### src/rtl/dump_pkg.sv
// Shared definitions for the end-of-run state dump transmitter: FSM state
// encoding, stream header magic, section sizes and the total word count.
// The memory section is present only when DUMP_DMEM_EN is defined.
package dump_pkg;

  typedef enum logic [2:0] {
    S_IDLE,
    S_HDR,
    S_PC,
    S_RADDR,
    S_RSEND,
    S_MADDR,
    S_MSEND,
    S_DONE
  } state_t;

  localparam logic [15:0] HDR_MAGIC = 16'h5D0C;
  localparam int          REG_WORDS = 32;
  localparam int          DM_WORDS  = 128;

  // Words in one dump: header + captured PC + registers (+ data memory).
  function automatic logic [15:0] dump_word_count();
`ifdef DUMP_DMEM_EN
    return 16'(2 + REG_WORDS + DM_WORDS);
`else
    return 16'(2 + REG_WORDS);
`endif
  endfunction

endpackage

### src/rtl/tx_word_hold.sv
// One-entry output register for the dump word stream. A load places a new
// word on the stream; the word is held stable until the sink accepts it.
module tx_word_hold (
  input  logic        clk,
  input  logic        rstn,
  input  logic        i_load,
  input  logic [31:0] i_data,
  input  logic        i_last,
  input  logic        i_ready,
  output logic        o_valid,
  output logic [31:0] o_data,
  output logic        o_last,
  output logic        o_free
);

  logic        r_valid;
  logic [31:0] r_data;
  logic        r_last;

  // Capture a word on load, drop valid/last once the sink takes it.
  always_ff @(posedge clk) begin
    // NOTE: non-blocking assignments for all state so every register samples
    // pre-edge values regardless of statement order.
    if (!rstn) begin
      r_valid <= 1'b0;
      r_data  <= '0;
      r_last  <= 1'b0;
    end else if (i_load) begin
      r_valid <= 1'b1;
      r_data  <= i_data;
      r_last  <= i_last;
    end else if (r_valid && i_ready) begin
      r_valid <= 1'b0;
      r_last  <= 1'b0;
    end
  end

  assign o_valid = r_valid;
  assign o_data  = r_data;
  assign o_last  = r_last;
  assign o_free  = !r_valid;

endmodule

### src/rtl/state_dump_tx.sv
// End-of-run state dump transmitter. On a start pulse or when the fetch PC
// reaches the stop point it halts the core and streams header, captured PC,
// r0..r31 and (with DUMP_DMEM_EN defined) the data memory, one word per
// valid/ready handshake. Without DUMP_DMEM_EN the dump ends at r31.
module state_dump_tx
  import dump_pkg::*;
#(
  parameter int STOP_INSTR = 200
) (
  input  logic        clk,
  input  logic        rstn,
  input  logic [31:0] pc,
  input  logic        start,
  output logic        cpu_halt,
  output logic [4:0]  reg_sel,
  input  logic [31:0] reg_data,
  output logic [6:0]  dm_addr,
  input  logic [31:0] dm_data,
  output logic        tx_valid,
  input  logic        tx_ready,
  output logic [31:0] tx_data,
  output logic        tx_last,
  output logic        busy,
  output logic        done
);

  localparam logic [31:0] STOP_PC  = 32'(4 * STOP_INSTR);
  localparam logic [4:0]  REG_LAST = 5'(REG_WORDS - 1);
`ifdef DUMP_DMEM_EN
  localparam logic [6:0]  MEM_LAST = 7'(DM_WORDS - 1);
  localparam logic        REGS_END_DUMP = 1'b0;
`else
  localparam logic        REGS_END_DUMP = 1'b1;
`endif

  state_t      r_state;
  logic [31:0] r_pc;
  logic [4:0]  r_ridx;
`ifdef DUMP_DMEM_EN
  logic [6:0]  r_midx;
`endif

  logic        w_trigger;
  logic        w_hs;
  logic        w_free;
  logic        w_load;
  logic [31:0] w_ld_data;
  logic        w_ld_last;

  assign w_trigger = start || (pc == STOP_PC);
  assign w_hs      = tx_valid && tx_ready;

  // Choose which word, if any, enters the output register this cycle.
  always_comb begin
    // NOTE: every always_comb output gets a default first so no path leaves
    // it unassigned and infers a latch.
    w_load    = 1'b0;
    w_ld_data = '0;
    w_ld_last = 1'b0;
    case (r_state)
      S_IDLE: if (w_trigger) begin
        w_load    = 1'b1;
        w_ld_data = {HDR_MAGIC, dump_word_count()};
      end
      S_HDR: if (w_hs) begin
        w_load    = 1'b1;
        w_ld_data = r_pc;
      end
      S_RADDR: if (w_free) begin
        w_load    = 1'b1;
        w_ld_data = (r_ridx == '0) ? '0 : reg_data;
        w_ld_last = REGS_END_DUMP && (r_ridx == REG_LAST);
      end
`ifdef DUMP_DMEM_EN
      S_MADDR: if (w_free) begin
        w_load    = 1'b1;
        w_ld_data = dm_data;
        w_ld_last = (r_midx == MEM_LAST);
      end
`endif
      default: ;
    endcase
  end

  // Dump sequencer: walks header, PC, registers and memory, then parks in DONE.
  always_ff @(posedge clk) begin
    if (!rstn) begin
      r_state <= S_IDLE;
      r_pc    <= '0;
      r_ridx  <= '0;
`ifdef DUMP_DMEM_EN
      r_midx  <= '0;
`endif
    end else begin
      case (r_state)
        S_IDLE: if (w_trigger) begin
          r_pc    <= pc;
          r_state <= S_HDR;
        end
        S_HDR: if (w_hs) r_state <= S_PC;
        S_PC: if (w_hs) begin
          r_ridx  <= '0;
          r_state <= S_RADDR;
        end
        S_RADDR: if (w_free) r_state <= S_RSEND;
        S_RSEND: if (w_hs) begin
          if (r_ridx != REG_LAST) begin
            r_ridx  <= r_ridx + 5'd1;
            r_state <= S_RADDR;
          end else begin
`ifdef DUMP_DMEM_EN
            r_midx  <= '0;
            r_state <= S_MADDR;
`else
            r_state <= S_DONE;
`endif
          end
        end
`ifdef DUMP_DMEM_EN
        S_MADDR: if (w_free) r_state <= S_MSEND;
        S_MSEND: if (w_hs) begin
          if (r_midx != MEM_LAST) begin
            r_midx  <= r_midx + 7'd1;
            r_state <= S_MADDR;
          end else begin
            r_state <= S_DONE;
          end
        end
`endif
        S_DONE:  r_state <= S_DONE;
        default: r_state <= S_IDLE;
      endcase
    end
  end

  tx_word_hold u_hold (
    .clk     (clk),
    .rstn    (rstn),
    .i_load  (w_load),
    .i_data  (w_ld_data),
    .i_last  (w_ld_last),
    .i_ready (tx_ready),
    .o_valid (tx_valid),
    .o_data  (tx_data),
    .o_last  (tx_last),
    .o_free  (w_free)
  );

  assign reg_sel  = r_ridx;
`ifdef DUMP_DMEM_EN
  assign dm_addr  = r_midx;
`else
  assign dm_addr  = '0;
  wire   w_unused_dm = ^dm_data;
`endif
  assign busy     = (r_state != S_IDLE) && (r_state != S_DONE);
  assign cpu_halt = (r_state != S_IDLE);
  assign done     = (r_state == S_DONE);

endmodule

### config.mk
export PLATFORM = sky130hd
export DESIGN_NAME = state_dump_tx
export DESIGN_NICKNAME = d
export VERILOG_FILES = /design/src/rtl/dump_pkg.sv /design/src/rtl/tx_word_hold.sv /design/src/rtl/state_dump_tx.sv
export SDC_FILE = /design/constraint.sdc
export NUM_CORES = 1
export LEC_CHECK = 0
export ABC_AREA = 1
export ABC_CLOCK_PERIOD_IN_PS = 2550
export CORE_ASPECT_RATIO = 0.8
export CORE_MARGIN = 5
export CORE_UTILIZATION = 47
export CTS_CLUSTER_SIZE = 16
export DETAILED_ROUTE_END_ITERATION = 16
export PLACE_DENSITY_LB_ADDON = 0.3
export SYNTH_ARGS = -nofsm -noshare
export SYNTH_HDL_FRONTEND = slang
export SYNTH_SLANG_ARGS = --single-unit
### constraint.sdc
create_clock -name clk -period 2.55 [get_ports clk]
set_input_delay 0.51 -clock clk [delete_from_list [all_inputs] [get_ports clk]]
set_output_delay 0.51 -clock clk [all_outputs]
set_load 0.005 [all_outputs]
# ---- Word-level counts from Yosys, hierarchy flattened
# Index checks and enable logic that the tools add are counted.
dict set report word_totals {
  regBits 74
  in_bits 100
  elab_cells 58
}
dict set report op_classes {
  add_sub_neg 1
  n_eq_ne 15
  muxes 25
  reduce_logical 11
}
# cell count
set op_table {}
lappend op_table {{32-bit 2-to-1 mux} 3}
lappend op_table {{32-bit one-hot mux with 3 select lines} 1}
lappend op_table {{32-bit by 10-bit == test with 1-bit output (second input constant)} 1}
lappend op_table {{31-bit 2-to-1 mux} 1}
lappend op_table {{3-bit 2-to-1 mux} 6}
lappend op_table {{3-bit one-hot mux with 6 select lines} 1}
lappend op_table {{5-bit 2-to-1 mux} 3}
lappend op_table {{2-bit inequality test (second input constant)} 6}
lappend op_table {{5-bit one-hot mux with 2 select lines} 1}
lappend op_table {{1-bit 2-to-1 mux} 8}
lappend op_table {{3-bit by 2-bit == test with 1-bit output (second input constant)} 2}
lappend op_table {{3-bit == test (second input constant)} 2}
lappend op_table {{5-bit by 1-bit adder with 5-bit output (second input constant)} 1}
lappend op_table {{5-bit == test (second input constant)} 1}
lappend op_table {{5-bit zero test} 1}
lappend op_table {{5-bit inequality test (second input constant)} 1}
lappend op_table {{5-bit AND reduction} 1}
lappend op_table {{4-bit AND reduction} 1}
lappend op_table {{2-bit nonzero test} 2}
lappend op_table {{3-bit by 1-bit == test with 1-bit output (second input constant)} 1}
lappend op_table {{3-bit zero test} 1}
lappend op_table {{3-bit inequality test (second input constant)} 1}
lappend op_table {{1-bit one-hot mux with 3 select lines} 1}
lappend op_table {{3-bit nonzero test} 1}
lappend op_table {{3 further kinds} 4}

# ---- Depth between registers and ports, before layout
dict set report depth {
  word_depth 5
  depth_mapped 13
  mapped_depth_nobuf 11
}

# ---- By module
# Synthesis repeated with hierarchy kept, for this count alone.
dict set report unflattened {
  hier_cells 546
  hier_area_um2 3643.5
}
# module n_inst cells_per_inst area_each_um2
set by_module_without_submodules {}
lappend by_module_without_submodules {state_dump_tx 1 396 2448.6}
lappend by_module_without_submodules {tx_word_hold 1 150 1194.9}

# ---- Worst setup path after synthesis
# No wires, ideal clock.
dict set report synth_path {
  kind {input to register}
  from {input port pc[21]}
  to {register r_pc[15]}
  arrival_time_ps 1432
  setup_slack_ps 1005
  path_stages 11
  cell_sequence {nor2_1 > and2_0 > nand2_1 > nor2_1 > nand2_1 > nand2_2 > nand2_4 > buf_8 > buf_6 > o21ai_1 > nor2_1}
}
dict set report synth_via {
  elab_chain_cells 3
}
# item line_no
set synth_rtl {}
lappend synth_rtl {{start: declaration} state_dump_tx.sv:12} ;# input logic [31:0] pc,
lappend synth_rtl {{32-bit by 10-bit == test with 1-bit output} state_dump_tx.sv:50} ;# assign w_trigger = start || (pc == STOP_PC);
lappend synth_rtl {{1-bit logical OR} state_dump_tx.sv:50}
lappend synth_rtl {{2-bit AND reduction (no source line)} -}
lappend synth_rtl {{end signal: assignment} state_dump_tx.sv:97} ;# r_pc <= pc;
lappend synth_rtl {{end: declaration} state_dump_tx.sv:37} ;# logic [31:0] r_pc;
# No other way between the ends.
# A chain may end at the register's enable or synchronous reset.

# ---- Worst setup path after layout
dict set report layout_path {
  from {register r_state[1]}
  to {output port busy}
}
dict set report layout_via {
  elab_chain_cells 2
  word_cells_on_any_way 3
  classes_between {eq/ne: 1; reduce/logical: 2}
}
# item line_no
set layout_rtl {}
lappend layout_rtl {{start: declaration} state_dump_tx.sv:36} ;# state_t r_state;
lappend layout_rtl {{start signal: assignment} state_dump_tx.sv:88} ;# r_state <= S_IDLE;
lappend layout_rtl {{start signal: assignment} state_dump_tx.sv:98} ;# r_state <= S_HDR;
lappend layout_rtl {{start signal: assignment} state_dump_tx.sv:100} ;# S_HDR: if (w_hs) r_state <= S_PC;
lappend layout_rtl {{3-bit inequality test or 3-bit nonzero test (tied branches)} state_dump_tx.sv:156} ;# assign busy = (r_state != S_IDLE) && (r_state != S_DONE);
lappend layout_rtl {{1-bit logical AND *} state_dump_tx.sv:156}
lappend layout_rtl {{end: declaration} state_dump_tx.sv:23} ;# output logic busy,
# Every way passes the cells marked *; elsewhere a longest branch is shown, timed or not.

==> summary.txt <==
Power
  – Max VDD drop: approximately 0.39 mV
  – PD cells: 768 nW/um2
  – Lkg Pwr: 1.90 nW

Timing
  – Final Setup Violations: 0
  – Slew margin rel.: 38.0%
  – Fin Hold WS: 0.477 ns
  – Fin crit period: 2.22 ns
  – Clock Skew: 0.0106 ns
  – Fmax: 450 MHz
  – Setup TNS: 0 ns
  – RSZ-0062 raised after global routing: false
  – Final count of pins violating max slew: 0
  – Final Hold Viols: 0
  – Worst-Margin Slew: 0.929 ns
  – Crit share post-route: 87.1%

Cells and area
  – Layout fillers: 647
  – ANT cells: 0
  – Register area: roughly 1500 um2
  – Multi-input gate area: 1760 um2
  – Area Growth Syn to Fin: 36.8%
  – Layout cells sized above 1: about 12%
  – Fin nets: 685

Detailed routing
  – First-pass DRT Iterations: 4
  – Via Count: 3,589
  – Routed Antenna Nets: 0
  – DRC viols: 0
  – Vias per cell: 5.19
  – Drt wl/cell: 14.7 um
  – Iteration-0 DRC Markers: 188
  – Final wirelength: between 10 and 15 mm

Setup path
  – Reg2Reg Depth: 10
  – Startpoint Class: flop
  – CP Buf/Inv Count: 2
  – WP depth: 5
  – Reg-to-Reg Start: reg_sel[0]
  – RR Endpoint: u_hold.o_data[28]
  – Crit Path Category: reg2out
  – Slowest stage delay, CP: 0.50 ns
  – Cell family with the largest share of critical-path delay: buffers and inverters
  – Beginning of the critical path: r_state[1]
  – R2R setup slack: 0.67 ns
  – CP dominant cell by count: nor2_1
  – Crit path DAT: 1.71 ns
  – Crit path capture: busy
  – Crit-path cells: nor2_1 -> nand2_1 -> inv_2 -> nor2_1 -> clkdlybuf4s50_1
  – CP required: 2.04 ns
  – Crit-path slowest cell: clkdlybuf4s50_1
  – Worst-path maximum fanout: 6
  – CP Capture Type: output port

Global routing
  – Number of global-route vias before repair: 3,417
  – Initial antenna violation count: 0
  – Gr ovfl total: 0
  – Total track usage: 21.3%
  – Largest net degree at the start of global routing: 45
  – First-pass GRT wire length: 16.2 mm

Synthesis
  – Count leader, synth: nor2_1
  – Post-Syn Area: 3630 um2
  – Yosys top cell by area: dfxtp_1
  – Top cells by count, synth: nor2_1, dfxtp_1, nand2_1
  – Number of synthesized flops with an enable pin: 0
  – Most used DFF post-synth: dfxtp_1
  – Fraction of registers with async set/reset: 0%
  – Post-synthesis cell count: 481
  – Top cell type's share of synthesized area: 40.8%
  – Yosys cell types: 32
  – Dominant cells by area after synthesis: dfxtp_1, nor2_1, nand3_2, nand2_1, a32oi_1
  – Synthesis-stage register bit count: between 70 and 80
  – Sequential area share after synthesis: 40.8%
  – Syn_area_per_cell: 7.54 um2
  – Yosys synthesis warning count: 0

Worst hold path
  – HP Start: u_hold.o_data[12]
  – Worst min-delay path category: reg2reg

Place
  – Final GP Congestion: roughly 0.81
  – PortBufs: 109
  – Post-DP HPWL: approximately 7.4 mm

Floorplan
  – Initial core utilization: 48.6%
  – Die area: 9590 um2
  – IO Pins: 149
  – Core area: 7460 um2
  – Chip height: 88.6 um
  – Horiz. Die Dim: 108 um
  – Site row count: 28

Clock network
  – CTS H-tree lvls: 3
  – Hold_buf cts: 0
  – Clock-pin transition on the worst setup and hold timing paths: around 0.080 ns
  – Root buffer cell: clkbuf_8
  – CTS tree: yes
  – Post CTS Setup Buffer Count: 0
  – Cts bufs inserted: 9
  – Sink Count: 74
  – CTS resizes: 0
  – Clk_lat worst skew: roughly 0.35 ns
  – CTS Buffer Depth: 2

Job
  – Max cap viols: 0

Status
  – Status: finished clean
-- flip-flops by register name, summed over array words and instances (netlist names) --
name / cells
r_pc: 32
u_hold.o_data: 32
reg_sel: 5
r_state: 3
u_hold.o_last: 1
u_hold.o_valid: 1
-- logic make-up after synthesis --
kind of cell    count (synthesis)  share of synthesized area, %
simple gates                  221                          30.0
compound gates                100                          16.3
fa+ha+maj                       3                          1.03
xor+xnor                        1                         0.241
other cells                     1                         0.103
buf+inv                        81                          11.4
flops                          74                          40.8
-- per-layer routing --
layer	GRT usage, %	wire [um]	vias to the layer above
li1	-	-	1764
met1	28.2	4400	1675
met2	34.9	4890	134
met4	5.62	127	0
met3	5.62	740	16
met5	0	0	-
-- layout make-up --
class                      count  area share (%)
multi-input combinational    332            35.4
clock inverter                 5            1.71
clock buffer                  11            2.85
timing repair buffer         119            24.0
sequential                    74            29.8
inverter                      46            3.58
tap                          105            2.65
-- worst min path at each step --
stage | slack, ns | depth (start not counted) | to
after global placement | 0.46 | 2 | u_hold.o_data[12]
after CTS | 0.48 | 2 | u_hold.o_data[12]
after detailed placement | 0.47 | 2 | u_hold.o_data[12]
final | 0.48 | 2 | u_hold.o_data[12]
after global routing | 0.50 | 2 | u_hold.o_data[7]
after floorplan | 0.45 | 2 | r_pc[15]
-- report_power, final --
group	internal (mW)	switching, mW	total [mW]
Sequential	1.38	0.139	1.52
Combinational	0.536	0.720	1.26
Clock	0.585	0.455	1.04
-- cell usage in the layout, fill, tap and decap left out, drive strengths merged --
cell type | synthesis | final
a32oi | 23 | 23
a31oi | 1 | 1
bufinv | 0 | 2
clkdlybuf4s50 | 0 | 109
a21oi | 39 | 39
nor2 | 113 | 113
nand3 | 45 | 45
clkbuf | 11 | 11
o22ai | 1 | 1
conb | 1 | 7
nand2 | 60 | 60
buf | 24 | 10
inv | 46 | 48
clkinvlp | 0 | 1
nor3 | 1 | 1
xor2 | 1 | 1
and2 | 1 | 1
nor3b | 1 | 1
dfxtp | 74 | 74
ha | 3 | 3
o21ai | 36 | 36
-- tightest hold or removal path, stage by stage, from the launching register on --
cell     delay (ns)
dfxtp_1        0.33
nand3_2        0.06
a21oi_1        0.05
-- per-stage QoR --
stage	area (um2)	setup slack, ns	power, mW	util, %	instances
floorplan	3650	1.00	2.35	-	487
CTS	4960	0.320	3.82	66.5	692
detailed placement	4740	0.274	2.79	63.5	676
global route	4960	0.229	4.04	66.5	692
global placement	4740	0.299	2.75	63.5	676
finish	4960	0.330	3.81	66.5	692
Note: power is estimated with default switching activity, not from simulation.
